==> config.mk <==
export PLATFORM = sky130hd
export DESIGN_NAME = ctr_keystream_ctrl
export DESIGN_NICKNAME = d
export VERILOG_FILES = /design/src/rtl/ctr_keystream_ctrl.sv
export SDC_FILE = /design/constraint.sdc
export NUM_CORES = 1
export LEC_CHECK = 0
export BUFFER_PORTS_ARGS = -buffer_cell sky130_fd_sc_hd__buf_2
export CAP_MARGIN = 20
export CORE_AREA = 2 2 193 195
export DETAILED_ROUTE_END_ITERATION = 10
export DIE_AREA = 0 0 195 197
export PLACE_DENSITY = 0.7
export SLEW_MARGIN = 40
export SYNTH_ARGS = -nofsm -noshare
export SYNTH_HDL_FRONTEND = slang
export SYNTH_SLANG_ARGS = --single-unit
==> constraint.sdc <==
create_clock -name clk -period 2.2 [get_ports clk]
set_clock_uncertainty 0.2 [all_clocks]
set_input_delay 0 -clock clk [delete_from_list [all_inputs] [get_ports clk]]
set_output_delay 0 -clock clk [all_outputs]
set_load 0.005 [all_outputs]
==> src/rtl/ctr_keystream_ctrl.sv <==
// ctr_keystream_ctrl: CTR-mode sequencer feeding a cipher core and XORing its keystream onto a word stream
module ctr_keystream_ctrl #(
    parameter int WORDS      = 4,
    parameter int WORD_SIZE  = 32,
    localparam int BLOCK_SIZE = WORDS * WORD_SIZE
) (
    input  logic                  clk,
    input  logic                  rst,
    input  logic [BLOCK_SIZE-1:0] ctr_block,
    output logic                  ctr_increment,
    output logic                  aes_start,
    output logic [BLOCK_SIZE-1:0] aes_in,
    input  logic                  aes_done,
    input  logic [BLOCK_SIZE-1:0] aes_out,
    input  logic                  in_valid,
    output logic                  in_ready,
    input  logic [WORD_SIZE-1:0]  in_data,
    input  logic                  in_last,
    output logic                  out_valid,
    input  logic                  out_ready,
    output logic [WORD_SIZE-1:0]  out_data,
    output logic                  out_last,
    output logic                  busy,
    output logic [31:0]           block_count
);
    localparam int IW = WORDS > 1 ? $clog2(WORDS) : 1;

    typedef enum logic [1:0] {IDLE, WAIT, STREAM, REFILL} state_t;

    state_t                state, state_nx;
    logic [IW-1:0]         idx, idx_nx;
    logic [BLOCK_SIZE-1:0] ks;
    logic [WORD_SIZE-1:0]  ks_word;
    logic                  xfer, issue, capture;

    assign xfer    = state == STREAM && in_valid && out_ready;
    assign issue   = (state == IDLE && in_valid) || state == REFILL;
    assign capture = state == WAIT && aes_done;
    assign ks_word = ks[BLOCK_SIZE-1-int'(idx)*WORD_SIZE -: WORD_SIZE];

    assign in_ready  = state == STREAM && out_ready;
    assign out_valid = state == STREAM && in_valid;
    assign out_data  = in_data ^ ks_word;
    assign out_last  = in_last;
    assign busy      = state != IDLE;

    always_comb begin
        state_nx = state;
        idx_nx   = idx;
        case (state)
            IDLE:   state_nx = in_valid ? WAIT : IDLE;
            WAIT:   if (aes_done) begin
                        state_nx = STREAM;
                        idx_nx   = '0;
                    end
            STREAM: if (xfer) begin
                        state_nx = in_last ? IDLE : (idx == IW'(WORDS-1) ? REFILL : STREAM);
                        idx_nx   = (in_last || idx == IW'(WORDS-1)) ? '0 : idx + IW'(1);
                    end
            default: state_nx = WAIT;
        endcase
    end

    // RAM increments one cycle after capture, well before REFILL can latch ctr_block
    always_ff @(posedge clk) begin
        if (!rst) begin
            state         <= IDLE;
            idx           <= '0;
            ks            <= '0;
            aes_in        <= '0;
            block_count   <= '0;
            ctr_increment <= 1'b0;
            aes_start     <= 1'b0;
        end else begin
            state         <= state_nx;
            idx           <= idx_nx;
            aes_start     <= issue;
            ctr_increment <= capture;
            if (issue)
                aes_in <= ctr_block;
            if (capture) begin
                ks          <= aes_out;
                block_count <= block_count + 32'd1;
            end
        end
    end
endmodule

==> flow_metrics.py <==
metrics = {
    "status": {
        "status": "complete, but fails checks",
        "violations": "negative setup slack",
    },
    "timing": {
        "worst_slew_pin_slew_ps": 482,
        "fmax_mhz": 436,
        "slew_viol_final": 0,
        "tns_ps": -1740,
        "hold_violations": 0,
        "setup_viol": 32,
        "fin_crit_ps": 2300,
        "setup_slack_ps": -95.5,
        "min_period_over_period": 1.04,
        "holdWs_ps": 31.8,
        "slew_headroom": 0.679,
        "rsz0062_at_grt": "true",
    },
    "run": {
        "cap_violations": 0,
    },
    "power": {
        "power.density_mw_per_mm2": 649,
        "pwr-share-comb": 0.169,
        "switching_share": 0.258,
        "power.internal_w": 0.00981,
        "ir_drop_v": 0.000518,
        "power.share.clock": 0.396,
        "power_frac_seq": 0.435,
        "power_leakage_nw": 8.40,
        "power.switching_w": 0.00341,
    },
    "cts": {
        "cts_root_buf": "clkbuf_16",
        "clk_pin_slew_ps": 60,
        "insertion_delay_ps": 560,
        "cts-htree-levels": 1,
        "cts_tree": "built",
        "clock_path_buffers": 3,
        "cts_buffers": 31,
        "clock-sinks": 294,
    },
    "synth": {
        "ys_top_cells_by_area": "dfxtp_1 51%, nand2_1 17%, a21oi_1 12%, mux4_2 6.3%, clkbuf_1 3.2%",
        "synth_xor_area_frac": 0.0314,
        "synth_area_mm2": 0.0114,
        "synth-seq-cells": 294,
        "synth-edff-count": 0,
        "synth-adder-area-share": 0.00219,
        "syn_avg_cell_area_um2": 8.21,
        "yosysTopAreaCellShare": 0.514,
        "synth-simple-area-share": 0.213,
        "synth_nets": 1690,
        "synth_ff_type": "dfxtp_1",
        "synth_top_family_by_area": "simple AND/OR/NAND/NOR gates",
        "synth_cells": 1394,
        "muxShareOfSynthArea": 0.0639,
        "async_reset_ff_frac": 0,
        "yosysTopAreaCell": "dfxtp_1",
        "synth_warnings": 0,
        "synth_seq_area_share": 0.514,
        "synth_compound_area_frac": 0.138,
        "yosysUniqueCellTypes": 33,
    },
    "drt": {
        "drc": 0,
        "drt-vias-per-instance": 5.02,
        "drt-initial-drc-count": 842,
        "ant_nets": 0,
        "num_vias": 14100,
        "drtPass1Iterations": 5,
        "avgRoutedWirePerCell_um": 18.1,
        "totalWireLength_um": 50600,
    },
    "critical_path": {
        "crit_required_ps": 2000,
        "worstPathMaxFanout": 6,
        "crit_type": "flip-flop to primary output",
        "endpoint_kind": "primary output",
        "rrSetupSlack_ps": 0,
        "reg2reg_depth": 7,
        "startpoint_type": "flip-flop",
        "r2r-start": "state[0]$_SDFFE_PN0P_",
        "r2r_end": "ks[19]$_SDFFE_PN0P_",
        "arrival_ps": 2100,
    },
    "floorplanning": {
        "die-area_mm2": 0.0384,
        "core_mm2": 0.0363,
        "rows": 70,
        "die_x_um": 195,
        "io_pins": 492,
        "die_height_um": 197,
        "start_util": 0.316,
    },
    "global_route": {
        "grt_pass1_wl_um": 73500,
        "grtUsageTotal": 0.237,
        "grt_max_degree": 136,
        "globalRoute.totalOverflow": 0,
        "antenna_found_initial": 3,
        "grt_pass1_vias": 14000,
    },
    "worst_hold_path": {
        "worst_hold_path.num_cells": 4,
        "holdPathEnd": "aes_in[61]$_SDFFE_PN0P_",
        "hold_class": "input port to flip-flop",
        "hp-start": "ctr_block[61]",
    },
    "cells_and_area": {
        "final_area_mm2": 0.0204,
        "final_util": 0.562,
        "areaGrowthSynthToFinish_pct": 77.9,
        "finalNetCount": 2604,
        "drive_above_1_share": 0.283,
    },
    "placement": {
        "gp_congestion": 0.841,
        "placed_area_mm2": 0.0146,
        "portBuffers": 491,
        "dp_hpwl_um": 26700,
    },
}
[power groups by stage]
| stage | combinational [W] | clock (W) | sequential [W] |
|---|---|---|---|
| floorplan | 0.000693 | 0 | 0.00586 |
| global placement | 0.00146 | 0 | 0.00584 |
| detailed placement | 0.00148 | 0 | 0.00586 |
| CTS | 0.00204 | 0.00532 | 0.00574 |
| global route | 0.00240 | 0.00554 | 0.00578 |
| finish | 0.00223 | 0.00523 | 0.00576 |
[worst max-delay path by stage]
stage,from,endpoint,slack [ps],depth (start not counted)
4_1_cts,idx[0]$_SDFFE_PN0P_,out_data[26],-110,5
6_report,idx[0]$_SDFFE_PN0P_,out_data[3],-100,5
3_5_place_dp,state[1]$_SDFFE_PN0P_,block_count[14]$_SDFFE_PN0P_,-40,5
3_3_place_gp,state[1]$_SDFFE_PN0P_,block_count[16]$_SDFFE_PN0P_,40,5
5_1_grt,idx[0]$_SDFFE_PN0P_,out_data[16],-180,5
2_1_floorplan,block_count[0]$_SDFFE_PN0P_,block_count[28]$_SDFFE_PN0P_,30,6
[what timing repair did]
item,4_1_cts,5_1_grt
gates cloned,1,7
gates resized for setup,10,26
pin swaps,0,3
hold buffers,433,0
hold endpoints to repair,294,0
endpoints found under the setup margin,38,108
buffers inserted,3,5
[worst max-delay path, stage by stage, from the launching register on]
cell and delay, ps:
dfxtp_4 360, buf_12 150, buf_12 140, mux4_2 530
xor2_1 190, buf_2 140
[layout make-up]
cell class	instances	area, um2
Fill cell	2862	15900
Antenna cell	4	10.0
Inverter	5	26.3
Timing Repair Buffer	987	7600
Sequential cell	294	5890
Clock buffer	43	851
Tap cell	468	586
Multi-Input combinational cell	989	5250
Clock inverter	12	144
[flip-flops by register name (all words and copies together), names as in the netlist]
register and count:
ctr_increment 1, aes_start 1, idx 2, aes_in 128
block_count 32, state 2, ks 128
[per-layer routing]
metal,global-route usage,routed length (um),vias to the layer above
li1,-,-,6470
met1,0.253,18200,6500
met2,0.437,25400,856
met3,0.0443,4040,227
met4,0.133,2990,0
met5,0,0,-
[cell families after synthesis]
family / Yosys count
buffers and inverters: 111
AOI/OAI and AO/OA: 310
adders and majority gates: 2
xor gates and xnor gates: 41
DFF: 294
muxes: 33
and+or+nand+nor: 603
[cells in the mapped netlist (7+ instances only)]
| cell | count |
|---|---|
| and4_1 | 7 |
| clkbuf_1 | 97 |
| nor2_1 | 14 |
| nand2_1 | 527 |
| mux4_2 | 32 |
| o31ai_1 | 9 |
| a21oi_1 | 282 |
| xor2_1 | 37 |
| nand3_1 | 12 |
| nand4_1 | 8 |
| or3_1 | 13 |
| o21ai_0 | 16 |
| or4_1 | 9 |
| dfxtp_1 | 294 |
[layout by cell type, fill, tap and decap left out, types with 13 or more instances in the layout]
| master | Yosys | final |
|---|---|---|
| or3_1 | 13 | 13 |
| buf_4 | 1 | 37 |
| a21oi_1 | 282 | 274 |
| mux4_2 | 32 | 32 |
| buf_2 | 4 | 491 |
| xor2_1 | 37 | 30 |
| dlygate4sd3_1 | 0 | 433 |
| dfxtp_1 | 294 | 291 |
| nand2_1 | 527 | 527 |
| nor2_1 | 14 | 14 |
| o21ai_0 | 16 | 14 |
| clkbuf_16 | 0 | 36 |
[through the flow]
stage / setup WS [ps] / std cells / power [W]
final: -95.5 / 2802 / 0.0132
after global routing: -184 / 2801 / 0.0137
after CTS: -106 / 2786 / 0.0131
after detailed placement: -35.7 / 2294 / 0.00734
after global placement: 35.7 / 2294 / 0.00730
after floorplan: 34.0 / 1394 / 0.00655
Power figures use the tool's default switching activity.
